==> src/rtl/mtimer.vh <==
// Register offsets and reset constants shared by the mtimer RTL and anything
// that needs to address it.
`ifndef MTIMER_VH
`define MTIMER_VH

`define MTIMER_MTIME_LO      4'h0
`define MTIMER_MTIME_HI      4'h4
`define MTIMER_MTIMECMP_LO   4'h8
`define MTIMER_MTIMECMP_HI   4'hC
`define MTIMER_MTIMECMP_RST  64'hFFFF_FFFF_FFFF_FFFF

`endif

==> src/rtl/mtimer_pkg.sv <==
// Shared constants and byte-merge helper for the machine timer.
`include "mtimer.vh"

package mtimer_pkg;

    localparam logic [3:0]  MTIME_LO     = `MTIMER_MTIME_LO;
    localparam logic [3:0]  MTIME_HI     = `MTIMER_MTIME_HI;
    localparam logic [3:0]  MTIMECMP_LO  = `MTIMER_MTIMECMP_LO;
    localparam logic [3:0]  MTIMECMP_HI  = `MTIMER_MTIMECMP_HI;
    localparam logic [63:0] MTIMECMP_RST = `MTIMER_MTIMECMP_RST;

    // Replace only the byte lanes whose strobe is set.
    function automatic logic [31:0] merge_bytes(input logic [31:0] old,
                                                input logic [31:0] wdata,
                                                input logic [3:0]  be);
        logic [31:0] merged;
        merged = old;
        for (int i = 0; i < 4; i++) begin
            if (be[i]) begin
                merged[8*i +: 8] = wdata[8*i +: 8];
            end
        end
        return merged;
    endfunction

endpackage

==> src/rtl/mtimer_prescaler.sv <==
// Tick generator for mtime: one-cycle pulse every PRESCALE clk cycles.
module mtimer_prescaler #(
    parameter int unsigned PRESCALE = 4
) (
    input  logic clk,
    input  logic rst_n,
    output logic tick
);

    localparam logic [15:0] LAST = 16'(PRESCALE - 1);

    logic [15:0] count;

    // The pulse covers the cycle whose edge wraps the count back to zero.
    assign tick = (count == LAST);

    always_ff @(posedge clk) begin
        if (!rst_n) begin
            count <= '0;
        end else if (tick) begin
            count <= '0;
        end else begin
            count <= count + 16'd1;
        end
    end

endmodule

==> src/rtl/mtimer.sv <==
// Machine timer: 64-bit mtime/mtimecmp with byte-strobed bus access.
// Define MTIMER_PRESCALER_EN to advance mtime once every PRESCALE clk cycles.
import mtimer_pkg::*;

module mtimer #(
    parameter int unsigned PRESCALE = 4
) (
    input  logic        clk,
    input  logic        rst_n,
    input  logic        sel,
    input  logic [3:0]  addr,
    input  logic [31:0] wdata,
    input  logic [3:0]  wenable,
    output logic [31:0] rdata,
    output logic        mti_pending
);

    if (PRESCALE < 2 || PRESCALE > 65535) begin : g_bad_prescale
        $error("mtimer: PRESCALE must be in 2..65535");
    end

    logic        tick;
    logic [63:0] mtime;
    logic [63:0] mtimecmp;
    logic        wr_any;
    logic        wr_time_lo;
    logic        wr_time_hi;
    logic        wr_cmp_lo;
    logic        wr_cmp_hi;
    logic [1:0]  addr_unused;

    assign addr_unused = addr[1:0];

`ifdef MTIMER_PRESCALER_EN
    mtimer_prescaler #(
        .PRESCALE (PRESCALE)
    ) u_prescaler (
        .clk   (clk),
        .rst_n (rst_n),
        .tick  (tick)
    );
`else
    assign tick = 1'b1;
`endif

    assign wr_any     = sel && (wenable != 4'b0000);
    assign wr_time_lo = wr_any && (addr[3:2] == MTIME_LO[3:2]);
    assign wr_time_hi = wr_any && (addr[3:2] == MTIME_HI[3:2]);
    assign wr_cmp_lo  = wr_any && (addr[3:2] == MTIMECMP_LO[3:2]);
    assign wr_cmp_hi  = wr_any && (addr[3:2] == MTIMECMP_HI[3:2]);

    always_comb begin
        rdata = 32'h0;
        if (sel) begin
            case (addr[3:2])
                MTIME_LO[3:2]:    rdata = mtime[31:0];
                MTIME_HI[3:2]:    rdata = mtime[63:32];
                MTIMECMP_LO[3:2]: rdata = mtimecmp[31:0];
                default:          rdata = mtimecmp[63:32];
            endcase
        end
    end

    // A software write to either mtime word wins over the tick, so no carry
    // ever propagates into freshly written bytes.
    always_ff @(posedge clk) begin
        if (!rst_n) begin
            mtime       <= '0;
            mtimecmp    <= MTIMECMP_RST;
            mti_pending <= 1'b0;
        end else begin
            mti_pending <= (mtime >= mtimecmp);
            if (wr_time_lo) begin
                mtime[31:0] <= merge_bytes(mtime[31:0], wdata, wenable);
            end else if (wr_time_hi) begin
                mtime[63:32] <= merge_bytes(mtime[63:32], wdata, wenable);
            end else if (tick) begin
                mtime <= mtime + 64'd1;
            end
            if (wr_cmp_lo) begin
                mtimecmp[31:0] <= merge_bytes(mtimecmp[31:0], wdata, wenable);
            end
            if (wr_cmp_hi) begin
                mtimecmp[63:32] <= merge_bytes(mtimecmp[63:32], wdata, wenable);
            end
        end
    end

endmodule
==> config.mk <==
export PLATFORM = sky130hd
export DESIGN_NAME = mtimer
export DESIGN_NICKNAME = d
export VERILOG_FILES = /design/src/rtl/mtimer_pkg.sv /design/src/rtl/mtimer_prescaler.sv /design/src/rtl/mtimer.sv
export VERILOG_INCLUDE_DIRS = /design/src /design/src/rtl
export SDC_FILE = /design/constraint.sdc
export NUM_CORES = 1
export LEC_CHECK = 0
export CORE_MARGIN = 5
export CORE_UTILIZATION = 50
export CTS_CLUSTER_DIAMETER = 150
export DETAILED_ROUTE_END_ITERATION = 10
export PLACE_DENSITY = 0.79
export SETUP_SLACK_MARGIN = 0.05
export SLEW_MARGIN = 30
export SYNTH_ARGS = -nofsm -noshare
export SYNTH_HDL_FRONTEND = slang
export SYNTH_SLANG_ARGS = --single-unit
==> constraint.sdc <==
create_clock -name clk -period 8.7 [get_ports clk]
set_input_delay 2.175 -clock clk [delete_from_list [all_inputs] [get_ports clk]]
set_output_delay 2.175 -clock clk [all_outputs]
set_load 0.005 [all_outputs]
==> results.py <==
metrics = {
    "status": {
        "status": "completed",
    },
    "floorplanning": {
        "die-area_um2": 20800,
        "die_h_um": 144,
        "coreArea_um2": 17800,
        "initial_core_util": 0.505,
        "rows": 49,
        "num_io_pins": 76,
        "die_width_um": 144,
    },
    "routing": {
        "dr.pass1.iters": 6,
        "avgViaCountPerCell": 6.56,
        "wl_mm": 29.1,
        "post-route-drc-count": 0,
        "vias": 9114,
        "wire_per_inst_um": 21.0,
        "drt_iter0_drc": 1037,
        "ant_nets": 0,
    },
    "sta": {
        "fmax_mhz": 157,
        "hold_violations": 0,
        "report.final.setup_viol": 0,
        "clock_skew_ps": 6.36,
        "rsz0062_at_grt": "no",
        "tightest_slew_ps": 831,
        "period_needed_ps": 6390,
        "relSlewSlack": 0.444,
        "slew_violations": 0,
        "worst_slack_ps": 2310,
        "period_share": 0.734,
        "setup_tns_ps": 0,
    },
    "setup_path": {
        "path_delay_family": "buffers and inverters",
        "crit_chain": "buf_4, buf_4, mux4_2, and2_1, clkdlybuf4s50_1",
        "end_kind": "output port",
        "slowest_delay_ps": 550,
        "crit_path_start_kind": "input port",
        "arrival_ps": 4210,
        "cp_slowest_cell": "mux4_2",
        "cp.required_ps": 6530,
        "crit_top_cell": "buf_4",
        "cp_max_fo": 32,
        "crit_buf_inv": 3,
        "critPathKind": "in2out",
    },
    "pwr": {
        "power.leakage_nw": 4.24,
        "total_power_mw": 1.71,
        "p_per_area_nw_per_um2": 163,
        "vdd.ir_drop.worst_uv": 189,
    },
    "logic_synthesis": {
        "ys_ff_latch": 129,
        "synth_compound_area_frac": 0.228,
        "yosysTopAreaCellShare": 0.287,
        "ys.warnings.count": 0,
        "syn_area_per_cell_um2": 8.05,
        "synthArstFlopShare": 0,
        "synth_simple_gate_area_frac": 0.236,
        "synth-xor-area-share": 0.00681,
        "netlist_area_um2": 9000,
        "synth_cell_types": 63,
        "synth-edff-count": 0,
        "syn_inst": 1118,
        "synth_area_leaders": "dfxtp_1 29%, ha_1 9.0%, mux4_2 8.0%",
        "yosys-mux-area-fraction": 0.0886,
        "yosys.area.top_type": "dfxtp_1",
        "synthesis.nets": 1226,
        "synth_fa_ha_area_frac": 0.0903,
        "synth_top_family_by_area": "simple AND/OR/NAND/NOR gates",
        "ys_seq_area_frac": 0.287,
        "synth_ff_type": "dfxtp_1",
    },
    "global_routing": {
        "antenna_found_initial": 0,
        "grt_overflow": 0,
        "grt_usage": 0.280,
        "grt_pass1_wl_mm": 45.7,
        "grt_max_degree": 73,
        "grt_pass1_vias": 8583,
    },
    "clocking": {
        "holdBufCountCts": 0,
        "cts_tree": "done",
        "cts-root-buf": "clkbuf_16",
        "h-tree-depth": 4,
        "clk_latency_ps": 430,
        "cts_buffers": 17,
        "cts_buffer_depth": 2,
        "clock-sinks": 129,
        "path_clk_slew_ps": 60,
        "post_cts_buffers": 0,
        "cts-resized-gates": 0,
    },
    "cells_and_area": {
        "final_nets": 1255,
        "fin_util": 0.588,
        "syn_to_final_growth_pct": 16.6,
        "multiInputGateArea_um2": 5870,
        "n_antenna_cell": 0,
        "nFillCells": 1532,
        "regArea_um2": 2580,
        "layout-drive-gt1-share": 0.0836,
    },
    "placed_design": {
        "dp_slack_ps": 1980,
        "hpwl_mm": 20.7,
        "place.port_buffers": 73,
        "place_congestion": 1.02,
    },
    "worst_hold_path": {
        "hp-class": "reg2reg",
    },
    "run": {
        "cap_violations": 0,
    },
}
## path summary, 6_finish.rpt
check / cells past startpoint / slack, ps / to / startpoint
max: 5 / 2310 / rdata[28] / addr[2]
min: 2 / 520 / mtimecmp[53] / mtimecmp[53]
max reg2reg: 7 / 5630 / mtime[62] / mtime[0]
min reg2reg: 2 / 520 / mtimecmp[53] / mtimecmp[53]
## layout by cell type, fill, tap and decap left out, types with 44 or more instances in the layout
| cell | synthesis | routed |
|---|---|---|
| ha_1 | 65 | 65 |
| nor2_1 | 46 | 45 |
| a21oi_1 | 79 | 79 |
| o21ai_0 | 54 | 54 |
| inv_1 | 74 | 73 |
| dfxtp_1 | 129 | 129 |
| nand2_1 | 147 | 147 |
| clkdlybuf4s50_1 | 0 | 70 |
| o211ai_1 | 67 | 67 |
| and2_1 | 44 | 44 |
## stage by stage
stage	instances	instance area (um2)	hold slack (ps)
final	1389	10500	520
after global routing	1389	10500	538
after CTS	1389	10500	523
after detailed placement	1357	9810	511
after global placement	1357	9800	500
after floorplan	1118	9000	482
## flip-flops by register name, indices dropped and copies added (netlist names)
signal and count:
mti_pending 1, mtime 64, mtimecmp 64
## synthesized netlist by cell type, types with 6 or more instances
cell type,count
nand4_1,31
ha_1,65
o21ai_0,54
o31a_1,9
o211ai_1,67
nand2_1,147
nor3_1,29
nand3_1,42
and4_1,10
or3_1,7
inv_1,74
o22ai_1,12
and3_1,18
o31ai_1,14
dfxtp_1,129
clkbuf_1,59
mux4_2,32
buf_1,10
a21oi_1,79
and2_1,44
nor2_1,46
nor4_1,19
a31oi_1,6
a211oi_1,22
mux2_2,6
a21o_1,8
or4_1,6
## report_power, final
group          internal, mW  total (mW)  leakage, nW  switching [mW]
logic                 0.105       0.224         2.86           0.119
clock network         0.553       0.840        0.330           0.286
registers             0.615       0.649         1.05          0.0341
total                  1.27        1.71         4.24           0.439
## metal layers
| metal | GRT usage | wire length, um |
|---|---|---|
| met1 | 0.370 | 11900 |
| met2 | 0.445 | 13500 |
| met3 | 0.0671 | 2780 |
| met4 | 0.108 | 987 |
| met5 | 0 | 0 |
## worst reg2reg max path: stages, from the launching register on
cell and delay (ps):
dfxtp_1 460, ha_1 250, and3_1 260, nand4_1 280
or4_1 830, nor4_1 540, a311oi_1 160, a211oi_1 210
## logic make-up (layout without fill, tap and decap cells)
logic type               Yosys count  count (layout)
AO/OA/AOI/OAI                    313             313
XOR/XNOR                           7               7
adder cells (fa/ha/maj)           65              65
buffers and inverters            147             189
flip-flops                       129             129
multiplexers                      39              39
AND/OR/NAND/NOR                  418             418
## area by class of cell
type | count | share of cell area
clock inverters | 13 | 0.0220
clock buffers | 19 | 0.0431
repair buffers | 82 | 0.0753
inverters | 75 | 0.0268
well taps | 229 | 0.0273
multi-input cells | 842 | 0.559
flip-flops and latches | 129 | 0.246
Power figures use the tool's default switching activity.
